`src/rtl/tinyproc_pkg.sv`:
```
// rtl/tinyproc_pkg.sv - shared tinyproc widths, frame marker, loader state and write-port types
package tinyproc_pkg;

  localparam int ADDR_WIDTH = 8;
  localparam int INSTR_WIDTH = 10;
  localparam logic [7:0] SYNC_BYTE = 8'hA5;

  typedef enum logic [2:0] {
    IDLE,
    LEN,
    HI,
    LO,
    CSUM,
    DONE,
    ERROR
  } loader_state_t;

  typedef struct packed {
    logic                   we;
    logic [ADDR_WIDTH-1:0]  addr;
    logic [INSTR_WIDTH-1:0] wdata;
  } imem_wr_t;

endpackage

```
`src/rtl/program_loader.sv`:
```
// rtl/program_loader.sv - framed byte stream to instruction RAM writer, gates core execution
module program_loader
  import tinyproc_pkg::*;
#(
  parameter int         ADDR_WIDTH  = tinyproc_pkg::ADDR_WIDTH,
  parameter int         INSTR_WIDTH = tinyproc_pkg::INSTR_WIDTH,
  parameter logic [7:0] SYNC_BYTE   = tinyproc_pkg::SYNC_BYTE
) (
  input  logic                   clk,
  input  logic                   reset,
  input  logic [7:0]             in_data,
  input  logic                   in_valid,
  output logic                   in_ready,
  output logic                   imem_we,
  output logic [ADDR_WIDTH-1:0]  imem_addr,
  output logic [INSTR_WIDTH-1:0] imem_wdata,
  output logic                   cpu_run,
  output logic                   load_done,
  output logic                   load_error
);

  // Word counter must hold 2**ADDR_WIDTH (LEN=0) as well as any 8-bit LEN value.
  localparam int CW = ((ADDR_WIDTH > 8) ? ADDR_WIDTH : 8) + 1;
  localparam logic [7:0] SPARE_MASK = 8'(8'hFF << (INSTR_WIDTH - 8));

  loader_state_t           state;
  imem_wr_t                wr_q;
  logic [CW-1:0]           words_left;
  logic [ADDR_WIDTH-1:0]   addr;
  logic [7:0]              sum;
  logic [INSTR_WIDTH-9:0]  hi_q;

  logic       accept;
  logic [7:0] sum_next;

  assign accept   = in_valid && in_ready;
  assign sum_next = sum + in_data;

  assign imem_we    = wr_q.we;
  assign imem_addr  = wr_q.addr;
  assign imem_wdata = wr_q.wdata;

  always_ff @(posedge clk) begin
    if (reset) begin
      state      <= IDLE;
      in_ready   <= 1'b0;
      wr_q       <= '0;
      cpu_run    <= 1'b0;
      load_done  <= 1'b0;
      load_error <= 1'b0;
      words_left <= '0;
      addr       <= '0;
      sum        <= '0;
      hi_q       <= '0;
    end else begin
      wr_q.we   <= 1'b0;
      load_done <= 1'b0;
      in_ready  <= 1'b1;
      if (accept) begin
        case (state)
          IDLE, DONE, ERROR: begin
            if (in_data == SYNC_BYTE) begin
              state      <= LEN;
              cpu_run    <= 1'b0;
              load_error <= 1'b0;
            end
          end
          LEN: begin
            words_left <= (in_data == 8'd0) ? CW'(1 << ADDR_WIDTH) : CW'(in_data);
            addr       <= '0;
            sum        <= in_data;
            state      <= HI;
          end
          HI: begin
            if ((in_data & SPARE_MASK) != 8'd0) begin
              state      <= ERROR;
              load_error <= 1'b1;
            end else begin
              hi_q  <= in_data[INSTR_WIDTH-9:0];
              sum   <= sum_next;
              state <= LO;
            end
          end
          LO: begin
            // The write cycle doubles as the stream bubble, so in_ready drops for it.
            wr_q.we    <= 1'b1;
            wr_q.addr  <= addr;
            wr_q.wdata <= {hi_q, in_data};
            addr       <= addr + ADDR_WIDTH'(1);
            words_left <= words_left - CW'(1);
            sum        <= sum_next;
            in_ready   <= 1'b0;
            state      <= (words_left == CW'(1)) ? CSUM : HI;
          end
          CSUM: begin
            if (sum_next == 8'd0) begin
              state     <= DONE;
              load_done <= 1'b1;
              cpu_run   <= 1'b1;
            end else begin
              state      <= ERROR;
              load_error <= 1'b1;
            end
          end
          default: state <= IDLE;
        endcase
      end
    end
  end

endmodule
```
`config.mk`:
```
export PLATFORM = sky130hd
export DESIGN_NAME = program_loader
export DESIGN_NICKNAME = d
export VERILOG_FILES = /design/src/rtl/tinyproc_pkg.sv /design/src/rtl/program_loader.sv
export SDC_FILE = /design/constraint.sdc
export NUM_CORES = 1
export LEC_CHECK = 0
export CELL_PAD_IN_SITES_DETAIL_PLACEMENT = 2
export CELL_PAD_IN_SITES_GLOBAL_PLACEMENT = 2
export CORE_MARGIN = 2
export CORE_UTILIZATION = 37
export CTS_BUF_LIST = sky130_fd_sc_hd__clkbuf_4 sky130_fd_sc_hd__clkbuf_8
export DETAILED_ROUTE_END_ITERATION = 6
export HOLD_SLACK_MARGIN = 0.03
export PLACE_DENSITY_LB_ADDON = 0.1
export SETUP_SLACK_MARGIN = 0.5
export SYNTH_ARGS = -nofsm -noshare
export SYNTH_HDL_FRONTEND = slang
export SYNTH_SLANG_ARGS = --single-unit
```
`constraint.sdc`:
```
create_clock -name clk -period 4.6 [get_ports clk]
set_input_delay 0.92 -clock clk [delete_from_list [all_inputs] [get_ports clk]]
set_output_delay 0.92 -clock clk [all_outputs]
set_load 0.01 [all_outputs]
```
# --- Word-level counts from Yosys, hierarchy flattened ---
# Cells that the tools add are included.
op_classes:
  shift: 0
  mul: 0
  n_div: 0
  bitwise: 3
  n_mux: 20
  add_sub_neg: 3
  reduce_logical: 19
  n_eq_ne: 13
  order_cmp: 0
ops:
  columns: ["operator", "count"]
  rows:
  - ["8-bit case mux with 3 select lines", 1]
  - ["19-bit two-way mux", 1]
  - ["9-bit case mux with 2 select lines", 1]
  - ["8-bit logical NOT", 2]
  - ["8-bit case mux with 2 select lines", 1]
  - ["3-bit case mux with 5 select lines", 1]
  - ["2-bit inequality test, second input constant", 5]
  - ["3-bit equality test, second input constant", 3]
  - ["9-bit by 1-bit equality test with 1-bit output, second input constant", 1]
  - ["3-bit two-way mux", 3]
  - ["9-bit two-way mux", 1]
  - ["9-bit by 1-bit subtractor with 9-bit output, second input constant", 1]
  - ["8-bit by 1-bit adder with 8-bit output, second input constant", 1]
  - ["8-bit adder", 1]
  - ["8-bit equality test, second input constant", 1]
  - ["8-bit two-way mux", 1]
  - ["8-bit nonzero test", 1]
  - ["1-bit two-way mux", 7]
  - ["3-bit by 2-bit equality test with 1-bit output, second input constant", 2]
  - ["2-bit AND reduction", 3]
  - ["3-bit AND reduction", 2]
  - ["3-bit nonzero test", 2]
  - ["3-bit OR reduction", 2]
  - ["5-bit AND reduction", 1]
  - ["10 further kinds", 13]
word_totals:
  out_inout_bits: 23
  register_bits: 53
  ram_bits: 0
  memories: 0
  inputBits: 11
  romBits: 0
  latch_bits: 0

# --- Logic depth before layout (Yosys ltp) ---
# Gate-level depths: netlist of the first run.
depth:
  ltp_word: 4
  ltp_mapped: 8
  mapped_depth_nobuf: 7

# --- Least setup slack after synthesis of the first run ---
# OpenSTA, ideal clock, no wires.
synth_timing:
  path_type: "input to register"
  from: "input port in_data[0]"
  to: "register load_done"
  path_buffers: 0
  path_slack_ns: 1.658
  cell_stages: 7
  t_arrival_ns: 2.854
  required_ns: 4.512
  cell_sequence: "ha_1 -> fa_1 -> a211o_1 -> a21oi_1 -> o221ai_1 -> or4_4 -> nor4_2"
synth_between:
  elab_chain_cells: 3
synth_rtl:
  columns: ["element", "line", "rtl"]
  rows:
  - ["from (decl)", "program_loader.sv:11", "input logic [7:0] in_data,"]
  - ["8-bit adder", "program_loader.sv:37", "assign sum_next = sum + in_data;"]
  - ["8-bit logical NOT", "program_loader.sv:96", "if (sum_next == 8'd0) begin"]
  - ["1-bit two-way mux", "program_loader.sv:96", null]
  - ["to (signal assigned)", "program_loader.sv:49", "load_done <= 1'b0;"]
  - ["to (signal assigned)", "program_loader.sv:57", "load_done <= 1'b0;"]
  - ["to (signal assigned)", "program_loader.sv:98", "load_done <= 1'b1;"]
  - ["to (decl)", "program_loader.sv:18", "output logic load_done,"]
# No other way between the ends.
# A chain may end at the register's enable or synchronous reset.

# --- Worst setup path in the final report of the first run ---
layout_timing:
  from: "input port in_data[0]"
  to: "register load_error"
layout_between:
  elab_chain_cells: 4
  elab_cells_between_ends: 6
  cone_classes: "1 x add/sub; 3 x eq/ne; 2 x reduce/logical"
layout_rtl:
  columns: ["element", "line", "rtl"]
  rows:
  - ["8-bit adder", "program_loader.sv:37", null]
  - ["8-bit logical NOT", "program_loader.sv:96", null]
  - ["2-bit inequality test (no source line)", null, null]
  - ["5-bit AND reduction (no source line) *", null, null]
  - ["to (signal assigned)", "program_loader.sv:50", "load_error <= 1'b0;"]
  - ["to (signal assigned)", "program_loader.sv:65", "load_error <= 1'b0;"]
  - ["to (signal assigned)", "program_loader.sv:102", "load_error <= 1'b1;"]
  - ["to (decl)", "program_loader.sv:19", "output logic load_error"]
# Every way passes the cells marked *; elsewhere a longest branch is shown, timed or not.

==> qor.csv, run 1 <==
metric,value,unit
drt_first_pass_iters,4,
setup_tns,0,ns
synthToLayoutAreaGrowth,17.33,%
ys_types,62,
clock_pin_transition_on_the_worst_setup_and_hold_timing_paths,0.10,ns
synth_top_cells_by_area,"dfxtp_1, a21oi_1, nand2_1",
placeableCoreArea,0.007607,mm²
final_net_count,395,
timing.rr.start,state[1],
grt_setup_unrepaired,no,
detail_route.wirelength,9.211,mm
crit_family,compound AO/OA/AOI/OAI gates,
place_ws,0.8142,ns
tritoncts,done,
cts_hold_repair.buffers,0,
synth-edff-count,0,
ratio_of_cells_with_drive_above_1_in_the_final_layout,0.06150,
r2r_cells,5,
crit_arrival,3.69,ns
cts_buffer_depth,2,
final_antenna_net_count,0,
overflow,0,
numPortBuffers,33,
critical_path_peak_fanout,7,
final_gp_congestion,0.8174,
clock_power_share,0.397,
synth_largest_area_cell,dfxtp_1,
achievable-frequency,283.2,MHz
required,4.76,ns
io_pins,34,
synth.yosys.warnings,0,
syn_nets,372,
sw_frac_of_total,0.2400,
synthArstFlopShare,0,
number_of_storage_elements_in_the_synthesis_netlist,53,
synth_common_cells,"nand2_1, dfxtp_1, a21oi_1",
critical_path_buf_inv_count,1,
drt-initial-drc-count,85,
crit_path_end_kind,flop,
reg2reg_to,addr[0],
cts.root.buffer_cell,clkbuf_8,
cellInternalPower,0.6490,mW
number_of_global_route_vias_before_repair,2966,
r2r_slack,1.87,ns
clk-insertion-delay-late,0.32,ns
power.density,255.2,mW/mm²
min_delay_path_depth,2,
worst_slew_pin_slew,0.9780,ns
synth.top_cell.area_share,0.3721,
hold_violations,0,
hold_start,imem_wdata[7],
pwr-share-comb,0.064,
top_ff_cell_synth,dfxtp_1,
hpwlAfterDp,6.466,mm
net_switching_power,0.2050,mW
cts-buffers-inserted,5,
die_height,91.79,µm
route.detailed.vias_per_inst,5.662,
synth.yosys.seq_area_share,0.3721,
post_cts_resize_count,0,
timing.final.crit_period,3.531,ns
power_frac_seq,0.538,
grt_pass1_wl,15.57,mm
initial_utilization,0.3748,
postCtsSetupRepairBufs,0,
layout_setup_ws,1.069,ns
timing.critical_path.from_type,input pin,
dieArea,0.008424,mm²
cp_cell_sequence,"clkdlybuf4s50_1, ha_1, fa_1, a211o_1, a21oi_1, o221ai_1, nor4_1, a41oi_1",
synthCells,350,
clock-skew-final,0.01418,ns
pin_count_of_the_biggest_net_entering_global_routing,51,
critical_path_class,in2reg,
outcome,"complete, no violations",
htree_num_levels,2,
critical_path.slowest_cell,clkdlybuf4s50_1,
wl_per_cell,19.35,µm
postLayoutCoreUtil,0.4398,
post-route-period-util,0.7676,
numClockSinks,53,
grt_util_all_layers,0.2321,
timing.max_slew.rel_slack,0.3480,
holdCritPathClass,reg2reg,
hold_end,imem_wdata[7],
placementRows,32,
power.ir.vdd_worst,156.0,µV
worstSetupPathDepth,8,
cellLeakagePower,1.179,nW
postSynthAreaPerCell,8.147,µm²
floorplan.die.width,91.79,µm
post_synth_instance_area,0.002851,mm²
timing.final.max_slew_violations,0,
diodes,0,
maxCapViolCount,0,
finalSetupViolCount,0,
detailroute.via_count,2695,
most_frequent_cell_after_synthesis,nand2_1,
critPathMaxStageDelay,0.55,ns
route.detailed.drc,0,
grt_antenna_before_repair,0,
worst max path at each step:
stage / start / end
after floorplan: in_data[0] / load_done
after global placement: in_data[0] / load_error
after detailed placement: in_data[0] / load_error
after CTS: in_data[0] / load_error
after global routing: in_data[0] / state[1]
final: in_data[0] / load_error
flip-flops by register name, summed over array words and instances (netlist names):
signal      count
imem_wdata     10
words_left      9
addr            8
imem_addr       8
sum             8
state           3
hi_q            2
cpu_run         1
imem_we         1
in_ready        1
load_done       1
load_error      1
metal layers:
layer	wire length, µm	vias up	share of wire	GRT usage
li1	-	1318	-	-
met1	4351	1332	0.47	0.3066
met2	4423	37	0.48	0.3940
met3	350	8	0.038	0.04273
met4	85	0	0.0092	0.05348
met5	0	-	0	0
cell usage in the layout, fill, tap and decap left out, types with 2 or more instances in the layout:
| master | synthesis | routed |
|---|---|---|
| a211oi_1 | 8 | 8 |
| a21oi_1 | 42 | 42 |
| a22oi_1 | 2 | 2 |
| a311oi_1 | 2 | 2 |
| a31oi_1 | 2 | 2 |
| a41oi_1 | 2 | 2 |
| and2_1 | 2 | 2 |
| and3_1 | 5 | 5 |
| and3b_1 | 2 | 2 |
| buf_4 | 1 | 4 |
| clkbuf_8 | 0 | 5 |
| clkdlybuf4s50_1 | 0 | 32 |
| dfxtp_1 | 53 | 53 |
| ha_1 | 10 | 10 |
| inv_1 | 6 | 6 |
| mux2i_1 | 8 | 8 |
| nand2_1 | 54 | 54 |
| nand2b_1 | 4 | 4 |
| nand3_1 | 4 | 4 |
| nand3b_1 | 2 | 2 |
| nand4_1 | 4 | 4 |
| nor2_1 | 29 | 29 |
| nor2b_1 | 2 | 2 |
| nor3_1 | 7 | 7 |
| nor3_2 | 2 | 2 |
| nor3b_1 | 7 | 7 |
| nor4_1 | 4 | 4 |
| o211ai_1 | 5 | 5 |
| o21ai_0 | 17 | 17 |
| o221ai_1 | 4 | 4 |
| o31ai_1 | 3 | 3 |
| or2_2 | 2 | 2 |
| or3_1 | 2 | 2 |
| or4_1 | 2 | 2 |
| xnor2_1 | 2 | 2 |
| xor2_1 | 5 | 5 |
power groups by stage:
stage	Combinational [mW]	Sequential, mW	Clock [mW]
floorplan	0.0294	0.470	0
global route	0.0602	0.460	0.365
global placement	0.0534	0.470	0
detailed placement	0.0545	0.470	0
finish	0.0547	0.460	0.339
CTS	0.0552	0.460	0.347
logic make-up (layout without fill, tap and decap cells):
group / Yosys count / in the layout / share of synthesized area
AOI/OAI and AO/OA: 102 / 102 / 0.2304
buffers and inverters: 27 / 51 / 0.04431
muxes: 8 / 8 / 0.02808
DFF: 53 / 53 / 0.3721
adders and majority gates: 11 / 11 / 0.05090
xor gates and xnor gates: 7 / 7 / 0.02150
and+or+nand+nor: 142 / 142 / 0.2527
worst min-delay path: stages (launching register included):
cell	delay, ns
dfxtp_1	0.32
nand2_1	0.05
a21oi_1	0.05
final cells by class:
cell class,count,area (µm²)
Clock inverter,2,38.79
Sequential cell,53,1061
Tap cell,102,127.6
Inverter,6,22.52
Fill cell,874,4262
Clock buffer,6,76.32
Timing Repair Buffer,37,355.3
Multi-Input combinational cell,270,1664
stage by stage:
| stage | hold slack [ns] | std cells | total power, mW | cell area, µm² |
|---|---|---|---|---|
| 2_1_floorplan | 0.4315 | 350 | 0.4999 | 2851 |
| 3_3_place_gp | 0.4427 | 468 | 0.5238 | 3231 |
| 3_5_place_dp | 0.4557 | 468 | 0.5249 | 3231 |
| 4_1_cts | 0.4727 | 476 | 0.8626 | 3346 |
| 5_1_grt | 0.4908 | 476 | 0.8855 | 3346 |
| 6_report | 0.4683 | 476 | 0.8540 | 3346 |
No activity file was read; power rests on OpenSTA's default activity.
==> run 2, diff against run 1 <==
--- a/config.mk
+++ b/config.mk
@@ -8,7 +8,7 @@
 export CELL_PAD_IN_SITES_DETAIL_PLACEMENT = 2
 export CELL_PAD_IN_SITES_GLOBAL_PLACEMENT = 2
 export CORE_MARGIN = 2
-export CORE_UTILIZATION = 37
+export CORE_UTILIZATION = 34
 export CTS_BUF_LIST = sky130_fd_sc_hd__clkbuf_4 sky130_fd_sc_hd__clkbuf_8
 export DETAILED_ROUTE_END_ITERATION = 6
 export HOLD_SLACK_MARGIN = 0.03
==> constraint.sdc (replaced) <==
create_clock -name clk -period 3.44 [get_ports clk]
set_input_delay 0.688 -clock clk [delete_from_list [all_inputs] [get_ports clk]]
set_output_delay 0.688 -clock clk [all_outputs]
set_load 0.01 [all_outputs]
==> qor.csv, run 2 (synthesis results as in run 1) <==
metric,value,unit,change
largest_register_ff_count,10,,unchanged
hold_start,imem_wdata[6],,
clock-skew-final,0.01152,ns,-0.002660 ns
drt_first_pass_iters,4,,unchanged
pin_count_of_the_biggest_net_entering_global_routing,40,,-22%
route.detailed.drc,0,,unchanged
power.ir.vdd_worst,168.5,µV,+8.0%
placementRows,33,,+3.1%
hold_end,imem_wdata[6],,
r2r_cells,4,,-1
wl_per_cell,18.65,µm,-3.6%
maxCapViolCount,0,,unchanged
postLayoutCoreUtil,0.4221,,-0.01770
number_of_global_route_vias_before_repair,2877,,-3.0%
drt-initial-drc-count,63,,-26%
critical_path_buf_inv_count,2,,+1
final_antenna_net_count,0,,unchanged
synthToLayoutAreaGrowth,21.02,%,
overflow,0,,unchanged
setup_tns,0,ns,unchanged
timing.rr.start,state[1],,
timing.critical_path.from_type,input pin,,
power.density,335.1,mW/mm²,+31%
cts.root.buffer_cell,clkbuf_8,,
hpwlAfterDp,6.467,mm,about the same
final_gp_congestion,0.8264,,+1.1%
min_delay_path_depth,2,,unchanged
worst_slew_pin_slew,0.6757,ns,-0.3023 ns
placeableCoreArea,0.008175,mm²,+7.5%
clock_pin_transition_on_the_worst_setup_and_hold_timing_paths,0.11,ns,about the same
reg2reg_to,hi_q[0],,
tritoncts,done,,
critical_path_class,in2reg,,
critical_path_peak_fanout,3,,-4
final_cells,489,,+2.7%
finalSetupViolCount,0,,unchanged
final_common_cell,nand2_1,,
numPortBuffers,33,,unchanged
most-common-layout-cells,"nand2_1, dfxtp_1, a21oi_1, clkdlybuf4s50_1, nor2_1",,
holdCritPathClass,reg2reg,,
worst_hold_slack,0.4656,ns,-0.002667 ns
critical_path.slowest_cell,clkdlybuf4s50_1,,
outcome,"complete, no violations",,
hold_violations,0,,unchanged
cts-buffers-inserted,5,,unchanged
floorplan.die.width,95.58,µm,+4.1%
post-route-period-util,0.8199,,
detail_route.wirelength,9.121,mm,-0.98%
critPathMaxStageDelay,0.43,ns,-0.12 ns
dieArea,0.009136,mm²,+8.4%
initial_utilization,0.3488,,-0.02604
route.detailed.vias_per_inst,5.613,,-0.85%
achievable-frequency,354.6,MHz,
diodes,0,,unchanged
clk-insertion-delay-late,0.32,ns,about the same
grt_util_all_layers,0.2161,,-0.01595
grt_antenna_before_repair,0,,unchanged
htree_num_levels,2,,unchanged
r2r_slack,1.06,ns,-0.81 ns
die_height,95.58,µm,+4.1%
numClockSinks,53,,unchanged
cp_cell_sequence,"clkdlybuf4s50_1, ha_2, fa_2, a211o_1, and3_1, o311ai_2, nor4_1, buf_4, o211a_1",,
timing.final.crit_period,2.820,ns,
io_pins,34,,unchanged
timing.final.max_slew_violations,0,,unchanged
grt_pass1_wl,15.17,mm,-2.5%
timing.max_slew.rel_slack,0.5489,,+0.2009
final_net_count,405,,+2.5%
layout_setup_ws,0.6196,ns,-0.4493 ns
grt_setup_unrepaired,no,,
cellLeakagePower,1.228,nW,+4.1%
crit_arrival,3.04,ns,-0.65 ns
place.detailed.instances,480,,+2.6%
required,3.66,ns,-1.10 ns
cts_buffer_depth,2,,unchanged
crit_family,compound AO/OA/AOI/OAI gates,,
nFillCells,920,,+5.3%
detailroute.via_count,2745,,+1.9%
crit_path_end_kind,flop,,
place_ws,0.07096,ns,-0.7433 ns
cts_hold_repair.buffers,0,,unchanged
ratio_of_cells_with_drive_above_1_in_the_final_layout,0.09896,,+0.03746
run 2: changes by cell type in the layout (fill, tap and decap cells not counted):
cell	change
clkbuf_4	-1
inv_8	+1
o221ai_2	+1
buf_4	+10
ha_2	+1
ha_1	-1
fa_1	-1
o311ai_1	-1
fa_2	+1
o311ai_2	+1
o221ai_1	-1
a21oi_2	+1
a21oi_1	-1
run 2: metal layers:
metal / up-vias / track usage / routed length, µm
met5: - / 0 / 0
met4: 0 / 0.05000 / 84
met3: 7 / 0.03004 / 245
met2: 35 / 0.3485 / 4151
met1: 1370 / 0.3053 / 4639
li1: 1333 / - / -
run 2: what timing repair did:
item / in CTS / in global routing
setup buffers: 0 / 1
pin swaps: 0 / 1
endpoints found under the setup margin: 5 / 6
resized for setup: 3 / 2
run 2: cell type report:
type | instances | area [µm²] | area share
flip-flops and latches | 53 | 1061 | 0.3075
well taps | 105 | 131.4 | 0.03807
inverters | 6 | 22.52 | 0.006526
clock buffers | 5 | 68.82 | 0.01994
multi-input cells | 270 | 1687 | 0.4888
repair buffers | 47 | 430.4 | 0.1247
clock inverters | 3 | 50.05 | 0.01450
run 2: report_power, final:
group / internal (mW) / switching [mW] / total, mW
Combinational: 0.0327 / 0.0497 / 0.0825
Clock: 0.224 / 0.235 / 0.459
Sequential: 0.614 / 0.00104 / 0.615
run 2: stage by stage:
stage	total power, mW	instance area (µm²)
2_1_floorplan	0.6684	2851
6_report	1.156	3451
3_5_place_dp	0.7098	3302
3_3_place_gp	0.7082	3302
5_1_grt	1.201	3451
4_1_cts	1.171	3435
run 2: tightest hold or removal path: cells and delay by family (launching register included):
kind	cells	cell delay, ns
AOI/OAI and AO/OA	1	0.05
DFF	1	0.33
and+or+nand+nor	1	0.05
run 2: worst max-delay path by stage:
stage | from | to | cells past startpoint | slack, ns
2_1_floorplan | in_data[0] | load_done | 7 | 0.73
3_3_place_gp | in_data[0] | state[0] | 9 | 0.14
3_5_place_dp | in_data[0] | state[0] | 9 | 0.07
4_1_cts | in_data[0] | load_done | 8 | 0.51
5_1_grt | in_data[0] | load_done | 8 | 0.48
6_report | in_data[0] | state[0] | 9 | 0.62
==> run 3, diff against run 2 <==
==> constraint.sdc (replaced) <==
create_clock -name clk -period 2.7 [get_ports clk]
set_input_delay 0.54 -clock clk [delete_from_list [all_inputs] [get_ports clk]]
set_output_delay 0.54 -clock clk [all_outputs]
set_load 0.01 [all_outputs]
==> qor.csv, run 3 (synthesis results as in run 1) <==
metric,value,unit,change
overflow,0,,unchanged
detail_route.wirelength,12.43,mm,+36%
power.ir.vdd_worst,162.3,µV,-3.7%
io_pins,34,,unchanged
outcome,"complete, no violations",,
placeableCoreArea,0.008175,mm²,unchanged
route.detailed.drc,0,,unchanged
crit_path_end,load_done,,
tritoncts,done,,
cts_buffer_depth,2,,unchanged
nFillCells,905,,-1.6%
die_height,95.58,µm,unchanged
timing.max_slew.rel_slack,0.6376,,+0.08871
worst_slew_pin_slew,0.5436,ns,-0.1321 ns
critPathMaxStageDelay,0.58,ns,+0.15 ns
finalSetupViolCount,0,,unchanged
r2r_cells,7,,+3
cts-buffers-inserted,5,,unchanged
fin_area,0.003920,mm²,+14%
detailroute.via_count,3030,,+10%
grt_pass1_wl,17.37,mm,+15%
route.detailed.vias_per_inst,5.793,,+3.2%
pin_count_of_the_biggest_net_entering_global_routing,46,,+15%
cp_cell_sequence,"ha_4, fa_2, a211o_1, a21oi_2, o221ai_2, or4_4, nor4_4",,
reg2reg_to,load_done,,
place_ws,-0.4353,ns,-0.5063 ns
setup_tns,0,ns,unchanged
total_power,1.428,mW,+23%
hpwlAfterDp,7.124,mm,+10%
dieArea,0.009136,mm²,unchanged
critical_path_class,reg2reg,,
most-common-layout-cells,"nand2_1, dfxtp_1, buf_4, a21oi_1, nor2_1",,
number_of_global_route_vias_before_repair,3211,,+12%
timing.final.max_slew_violations,0,,unchanged
final_common_cell,nand2_1,,
htree_num_levels,2,,unchanged
cellLeakagePower,1.441,nW,+17%
final_net_count,439,,+8.4%
placementRows,33,,unchanged
synthToLayoutAreaGrowth,37.47,%,
critical_path.slowest_cell,or4_4,,
final_antenna_net_count,0,,unchanged
clock-skew-final,0.004827,ns,-0.006691 ns
numPortBuffers,33,,unchanged
numClockSinks,53,,unchanged
achievable-frequency,420.1,MHz,
holdCritPathClass,reg2reg,,
final_gp_congestion,0.7857,,-4.9%
timing.critical_path.from_type,flop,,
critical_path_peak_fanout,3,,unchanged
post-route-period-util,0.8816,,
grt_setup_unrepaired,yes,,
wl_per_cell,23.76,µm,+27%
diodes,0,,unchanged
r2r_slack,0.32,ns,-0.74 ns
timing.rr.start,sum[0],,
hold_start,imem_addr[6],,
required,2.94,ns,-0.72 ns
drt-initial-drc-count,195,,+210%
layout_setup_ws,0.3198,ns,-0.2998 ns
hold_violations,0,,unchanged
crit_arrival,2.62,ns,-0.42 ns
floorplan.die.width,95.58,µm,unchanged
largest_register_ff_count,10,,unchanged
power.density,364.2,mW/mm²,+8.7%
timing.final.crit_period,2.380,ns,
drt_first_pass_iters,4,,unchanged
clock_pin_transition_on_the_worst_setup_and_hold_timing_paths,0.11,ns,about the same
crit_path_end_kind,flop,,
worst_hold_slack,0.4684,ns,+0.002810 ns
ratio_of_cells_with_drive_above_1_in_the_final_layout,0.2440,,+0.1451
placed_cell_area,0.003475,mm²,+5.2%
grt_util_all_layers,0.2499,,+0.03377
initial_utilization,0.3488,,unchanged
clk-insertion-delay-late,0.32,ns,about the same
worstSetupStartpoint,sum[0],,
grt_antenna_before_repair,0,,unchanged
cts.root.buffer_cell,clkbuf_8,,
maxCapViolCount,0,,unchanged
## run 3: cell count changes in the layout (fill, tap and decap cells not counted), sizes merged
cell,before,now
clkinv,1,0
dlymetal6s2s,0,1
bufinv,1,0
clkbuf,5,7
buf,15,50
clkinvlp,0,2
clkdlybuf4s50,32,25
dlygate4sd2,0,4
inv,7,6
## run 3: critical path, delay by kind of cell, from the launching register on
kind                       cells  cell delay, ns
and+or+nand+nor                2            0.71
adders and majority gates      2            0.53
DFF                            1            0.35
AOI/OAI and AO/OA              3            0.70
## run 3: how the worst min path moves through the flow
stage / slack [ns] / end / cells after the start
after floorplan: 0.43 / imem_wdata[8] / 2
after global placement: 0.44 / imem_wdata[5] / 2
after detailed placement: 0.45 / imem_wdata[5] / 2
after CTS: 0.47 / imem_addr[6] / 2
after global routing: 0.49 / sum[4] / 2
final: 0.47 / imem_addr[6] / 2
## run 3: repair_timing
item | in CTS | in global routing
cloned | 0 | 1
pin swaps | 19 | 12
resized for setup | 33 | 25
setup buffers | 8 | 9
endpoints found under the setup margin | 15 | 17
hold buffers | 0 | 0
hold endpoints to repair | 0 | 0
## run 3: area by class of cell
cell class	count	area (µm²)	area share
clock buffers	6	76.32	0.01947
clock inverters	2	15.01	0.003830
inverters	6	22.52	0.005745
multi-input cells	270	1904	0.4858
flip-flops and latches	53	1062	0.2710
well taps	105	131.4	0.03351
repair buffers	81	708.2	0.1807
## run 3: report_power, final
part	internal, mW	switching, mW	leakage [nW]
registers	0.782	0.000937	0.428
logic	0.0625	0.0851	0.973
clock network	0.194	0.303	0.0408
total	1.04	0.389	1.44
## run 3: metrics by stage
stage	cells	utilization
2_1_floorplan	350	-
3_3_place_gp	497	0.4250
3_5_place_dp	497	0.4250
4_1_cts	513	0.4588
5_1_grt	523	0.4795
6_report	523	0.4795
## run 3: metal layers
metal  vias to the layer above  GRT usage  wire length [µm]
met4                         0    0.07857               281
met3                        23    0.04032               495
met5                         -          0                 0
met2                        67     0.4289              6355
li1                       1401          -                 -
met1                      1539     0.3195              5292
